File: config.mk
export PLATFORM = sky130hd
export DESIGN_NAME = mul_share_arbiter
export DESIGN_NICKNAME = d
export VERILOG_FILES = /design/src/rtl/mul_share_arbiter.sv
export SDC_FILE = /design/constraint.sdc
export NUM_CORES = 2
export LEC_CHECK = 0
export ABC_AREA = 1
export CAP_MARGIN = 10
export CORE_MARGIN = 2
export CORE_UTILIZATION = 30
export DETAILED_ROUTE_END_ITERATION = 12
export DONT_BUFFER_PORTS = 1
export PLACE_DENSITY_LB_ADDON = 0.3
export SETUP_SLACK_MARGIN = 0.3
export SYNTH_ARGS = -nofsm -noshare
export SYNTH_HDL_FRONTEND = slang
export SYNTH_SLANG_ARGS = --single-unit
File: constraint.sdc
create_clock -name clk -period 10.8 [get_ports clk]
set_input_delay 1.08 -clock clk [delete_from_list [all_inputs] [get_ports clk]]
set_output_delay 1.08 -clock clk [all_outputs]
set_load 0.01 [all_outputs]
File: src/rtl/mul_share_arbiter.sv
// Round-robin shared Q-format signed multiplier: arbitrates N_REQ requesters, returns tagged, saturated products.
// Latency: PIPE_STAGES edges from handshake to registered response; one multiply per cycle.
// Backpressure: none; some valid request is always granted and responses cannot stall.
module mul_share_arbiter #(
    parameter int DATA_W      = 32,
    parameter int FRAC_BITS   = 24,
    parameter int N_REQ       = 4,
    parameter int PIPE_STAGES = 2,
    parameter int ID_W        = $clog2(N_REQ)
) (
    input  logic                      clk,
    input  logic                      rst_n,
    input  logic [N_REQ-1:0]          req_valid,
    output logic [N_REQ-1:0]          req_ready,
    input  logic [N_REQ*DATA_W-1:0]   req_a,
    input  logic [N_REQ*DATA_W-1:0]   req_b,
    output logic [N_REQ-1:0]          rsp_valid,
    output logic [ID_W-1:0]           rsp_id,
    output logic [DATA_W-1:0]         rsp_p,
    output logic                      rsp_sat,
    output logic                      busy
);

    localparam int LAST = PIPE_STAGES - 1;

    logic [ID_W-1:0]   ptr_q, ptr_d;
    logic              grant_vld;
    logic [ID_W-1:0]   grant_idx;

    logic              cap_vld_q, cap_vld_d;
    logic [DATA_W-1:0] cap_a_q, cap_a_d;
    logic [DATA_W-1:0] cap_b_q, cap_b_d;
    logic [ID_W-1:0]   cap_id_q, cap_id_d;

    logic signed [2*DATA_W-1:0] prod_full;
    logic signed [2*DATA_W-1:0] prod_shr;
    logic [DATA_W:0]            prod_hi;
    logic [DATA_W-1:0]          sat_p;
    logic                       sat_flag;

    logic [PIPE_STAGES-1:0] res_vld_q, res_vld_d;
    logic [PIPE_STAGES-1:0] res_sat_q, res_sat_d;
    logic [DATA_W-1:0]      res_p_q  [PIPE_STAGES];
    logic [DATA_W-1:0]      res_p_d  [PIPE_STAGES];
    logic [ID_W-1:0]        res_id_q [PIPE_STAGES];
    logic [ID_W-1:0]        res_id_d [PIPE_STAGES];

    // Scan from the highest offset down so the lowest offset from ptr wins.
    always_comb begin
        grant_vld = 1'b0;
        grant_idx = '0;
        for (int k = N_REQ - 1; k >= 0; k--) begin
            if (req_valid[(int'(ptr_q) + k) % N_REQ]) begin
                grant_vld = 1'b1;
                grant_idx = ID_W'((int'(ptr_q) + k) % N_REQ);
            end
        end
        req_ready = '0;
        if (grant_vld) begin
            req_ready[grant_idx] = 1'b1;
        end
        ptr_d = grant_vld ? ID_W'((int'(grant_idx) + 1) % N_REQ) : ptr_q;
    end

    always_comb begin
        cap_vld_d = grant_vld;
        cap_a_d   = grant_vld ? req_a[grant_idx*DATA_W +: DATA_W] : cap_a_q;
        cap_b_d   = grant_vld ? req_b[grant_idx*DATA_W +: DATA_W] : cap_b_q;
        cap_id_d  = grant_vld ? grant_idx : cap_id_q;
    end

    // Arithmetic shift floors; the result fits iff the top DATA_W+1 bits agree.
    always_comb begin
        prod_full = (2*DATA_W)'($signed(cap_a_q)) * (2*DATA_W)'($signed(cap_b_q));
        prod_shr  = prod_full >>> FRAC_BITS;
        prod_hi   = prod_shr[2*DATA_W-1:DATA_W-1];
        sat_flag  = !((&prod_hi) || (~|prod_hi));
        if (!sat_flag) begin
            sat_p = prod_shr[DATA_W-1:0];
        end else if (prod_hi[DATA_W]) begin
            sat_p = {1'b1, {(DATA_W-1){1'b0}}};
        end else begin
            sat_p = {1'b0, {(DATA_W-1){1'b1}}};
        end
    end

    // Data registers only load on a valid entry so the outputs hold when idle.
    always_comb begin
        res_vld_d[0] = cap_vld_q;
        res_p_d[0]   = cap_vld_q ? sat_p    : res_p_q[0];
        res_id_d[0]  = cap_vld_q ? cap_id_q : res_id_q[0];
        res_sat_d[0] = cap_vld_q ? sat_flag : res_sat_q[0];
        for (int k = 1; k < PIPE_STAGES; k++) begin
            res_vld_d[k] = res_vld_q[k-1];
            res_p_d[k]   = res_vld_q[k-1] ? res_p_q[k-1]   : res_p_q[k];
            res_id_d[k]  = res_vld_q[k-1] ? res_id_q[k-1]  : res_id_q[k];
            res_sat_d[k] = res_vld_q[k-1] ? res_sat_q[k-1] : res_sat_q[k];
        end
    end

    always_comb begin
        busy = cap_vld_q;
        for (int k = 0; k < LAST; k++) begin
            busy = busy | res_vld_q[k];
        end
        rsp_valid = '0;
        if (res_vld_q[LAST]) begin
            rsp_valid[res_id_q[LAST]] = 1'b1;
        end
        rsp_id  = res_id_q[LAST];
        rsp_p   = res_p_q[LAST];
        rsp_sat = res_sat_q[LAST];
    end

    always_ff @(posedge clk or negedge rst_n) begin
        if (!rst_n) begin
            ptr_q     <= '0;
            cap_vld_q <= 1'b0;
            cap_a_q   <= '0;
            cap_b_q   <= '0;
            cap_id_q  <= '0;
            res_vld_q <= '0;
            res_sat_q <= '0;
            for (int k = 0; k < PIPE_STAGES; k++) begin
                res_p_q[k]  <= '0;
                res_id_q[k] <= '0;
            end
        end else begin
            ptr_q     <= ptr_d;
            cap_vld_q <= cap_vld_d;
            cap_a_q   <= cap_a_d;
            cap_b_q   <= cap_b_d;
            cap_id_q  <= cap_id_d;
            res_vld_q <= res_vld_d;
            res_sat_q <= res_sat_d;
            for (int k = 0; k < PIPE_STAGES; k++) begin
                res_p_q[k]  <= res_p_d[k];
                res_id_q[k] <= res_id_d[k];
            end
        end
    end

endmodule

==> flow_metrics.env <==
export IMPL_grt_pass1_vias=37312
export IMPL_muxShareOfSynthArea=0.00823
export IMPL_vias=33673
export IMPL_die_y_um=392
export IMPL_gp_congestion=0.904
export IMPL_seq_area_frac_synth=0.0781
export IMPL_ctsLongestPathBuffers=2
export IMPL_coreArea_sq_um=150000
export IMPL_syn_nets=7216
export IMPL_clk_latency_ns=0.51
export IMPL_fp_dieArea_sq_um=154000
export IMPL_crit_family="adder cells"
export IMPL_cap_violations=0
export IMPL_worstPathArrival_ns=9.68
export IMPL_netlist_instances=5689
export IMPL_final_common_cell="inv_1"
export IMPL_rsz0062_at_grt="no"
export IMPL_yosys_area_share_adder=0.530
export IMPL_yosys_top_cells_area="fa_1, inv_1, nand2_1"
export IMPL_antenna_found_initial=2
export IMPL_fin_crit_sh=0.857
export IMPL_nNetsFinal=6955
export IMPL_critical_path_buf_inv_count=6
export IMPL_timing_final_hold_violations=0
export IMPL_cts_tree="built"
export IMPL_tns_ns=0
export IMPL_synth_compound_area_frac=0.0453
export IMPL_slew_headroom=0.151
export IMPL_drt_pass1_iter_count=5
export IMPL_hp_class="in2async"
export IMPL_wl_per_cell_um=18.3
export IMPL_grt_overflow=0
export IMPL_routed_wl_um=137000
export IMPL_grt_usage=0.186
export IMPL_cpMostUsedCell="fa_1"
export IMPL_grt_max_degree=142
export IMPL_ys_ff_latch=141
export IMPL_syn2layout_area_growth_pct=4.82
export IMPL_ys_types=40
export IMPL_antenna_left=0
export IMPL_crit_type="reg2reg"
export IMPL_synth_area_sq_um=45100
export IMPL_reg2reg_to="res_p_q[36]"
export IMPL_fp_dieW_um=392
export IMPL_final_setup_viol_count=0
export IMPL_root_buffer="clkbuf_16"
export IMPL_fin_crit_ns=9.25
export IMPL_fmax_mhz=108
export IMPL_synth_top_family_by_area="adder cells"
export IMPL_end_kind="register"
export IMPL_hpwl_um=114000
export IMPL_synthSimpleGateAreaFrac=0.162
export IMPL_rrSetupSlack_ns=1.55
export IMPL_status="finished clean"
export IMPL_holdBufCountCts=0
export IMPL_drt_iter0_drc=2178
export IMPL_synth_xor_area_share=0.00987
export IMPL_yosys_area_top_type="fa_1"
export IMPL_worst_slack_ns=1.55
export IMPL_drive_gt1_frac=0.0349
export IMPL_vias_per_cell=4.51
export IMPL_worstPathRequired_ns=11.23
export IMPL_cts_setup_buffers=0
export IMPL_cts_sinks=141
export IMPL_clock_skew_ns=0.0239
export IMPL_drc=0
export IMPL_cts_clk_slew_worst_paths_ns=0.08
export IMPL_yosys_warnings=0
export IMPL_worst_path_max_fanout=33
export IMPL_syn_avg_cell_area_sq_um=7.94
export IMPL_maxSlewViolCount=0
export IMPL_fin_util=0.316
export IMPL_io_pins=306
export IMPL_pre_cts_ws_ns=1.41
export IMPL_start_util=0.302
export IMPL_slowest_stage="fa_1"
export IMPL_rows=142
export IMPL_reg2regPathDepth=29
export IMPL_slowest_delay_ns=0.90
export IMPL_tightest_slew_ns=1.27
export IMPL_cts_resized=0
export IMPL_layout_common_cells="inv_1, nand2_1, fa_1, nor2_1, ha_1"
export IMPL_yosys_area_top_type_share=0.479
export IMPL_crit_path_start_kind="register"
export IMPL_cts_buffers=17
export IMPL_htree_levels=4
export IMPL_grt_pass1_wl_um=220000
export IMPL_port_buffers=0
export IMPL_r2r_start="cap_b_q[2]"
routing by layer:
layer  part of all wire  vias to the layer above  global-route usage
met5            0.00020                        -                   0
met4              0.022                        4              0.0454
met1               0.42                    17352               0.238
met3              0.038                      117              0.0141
met2               0.52                      787               0.340
li1                   -                    15413                   -
registers in the layout (all words and copies together), names as in the netlist:
register	cells
cap_id_q	2
res_p_q	32
res_vld_q	2
res_sat_q	2
rsp_id	2
ptr_q	2
cap_a_q	32
cap_b_q	32
rsp_p	32
cap_vld_q	1
res_id_q	2
Yosys cell counts (all sizes together):
| master | count |
|---|---|
| nand4 | 1 |
| buf | 67 |
| o221ai | 30 |
| and2 | 2 |
| ha | 184 |
| inv | 1601 |
| a31oi | 30 |
| nand3 | 48 |
| mux2 | 33 |
| nor4 | 1 |
| nand2 | 1450 |
| o21ai | 166 |
| clkbuf | 277 |
| a21oi | 106 |
| o22ai | 7 |
| clkinv | 1 |
| a21o | 2 |
| or2 | 5 |
| nand3b | 2 |
| fa | 1081 |
| xnor2 | 24 |
| o21bai | 11 |
| and3 | 5 |
| nor2 | 375 |
| xor2 | 26 |
| nor3 | 12 |
| o311ai | 1 |
| dfrtp | 141 |
how the worst max path moves through the flow:
stage	start	end	slack, ns	cells past startpoint
floorplan	cap_a_q[31]	res_p_q[52]	2.81	31
detailed placement	cap_b_q[2]	res_p_q[36]	1.41	29
global placement	cap_b_q[2]	res_p_q[41]	1.50	29
finish	cap_b_q[2]	res_p_q[36]	1.55	29
CTS	cap_b_q[2]	res_p_q[36]	1.39	29
global route	cap_b_q[2]	res_p_q[60]	0.69	29
through the flow:
step           hold slack [ns]  cell area, sq um  std cells
6_report                 0.275             47300       7459
3_3_place_gp             0.464             46700       7425
4_1_cts                  0.205             47300       7457
3_5_place_dp             0.478             46700       7425
5_1_grt                  0.240             47300       7457
2_1_floorplan            0.352             45100       5689
cells by family after synthesis:
logic type,Yosys count
compound gates,353
xor+xnor,50
fa+ha+maj,1265
buf+inv,1946
flops,141
mux,33
simple gates,1901
final cells by class:
cell class              count  area, sq um
fillers                 16088       102000
multi-input cells        3602        34100
inverters                1602         6010
flip-flops and latches    141         3550
well taps                2016         2520
repair buffers             64          493
clock buffers              17          425
clock inverters            15          210
diodes                      2         5.00
Power is not shown: default switching activity piles up to over one toggle a cycle in this logic, so the estimate is an artifact.
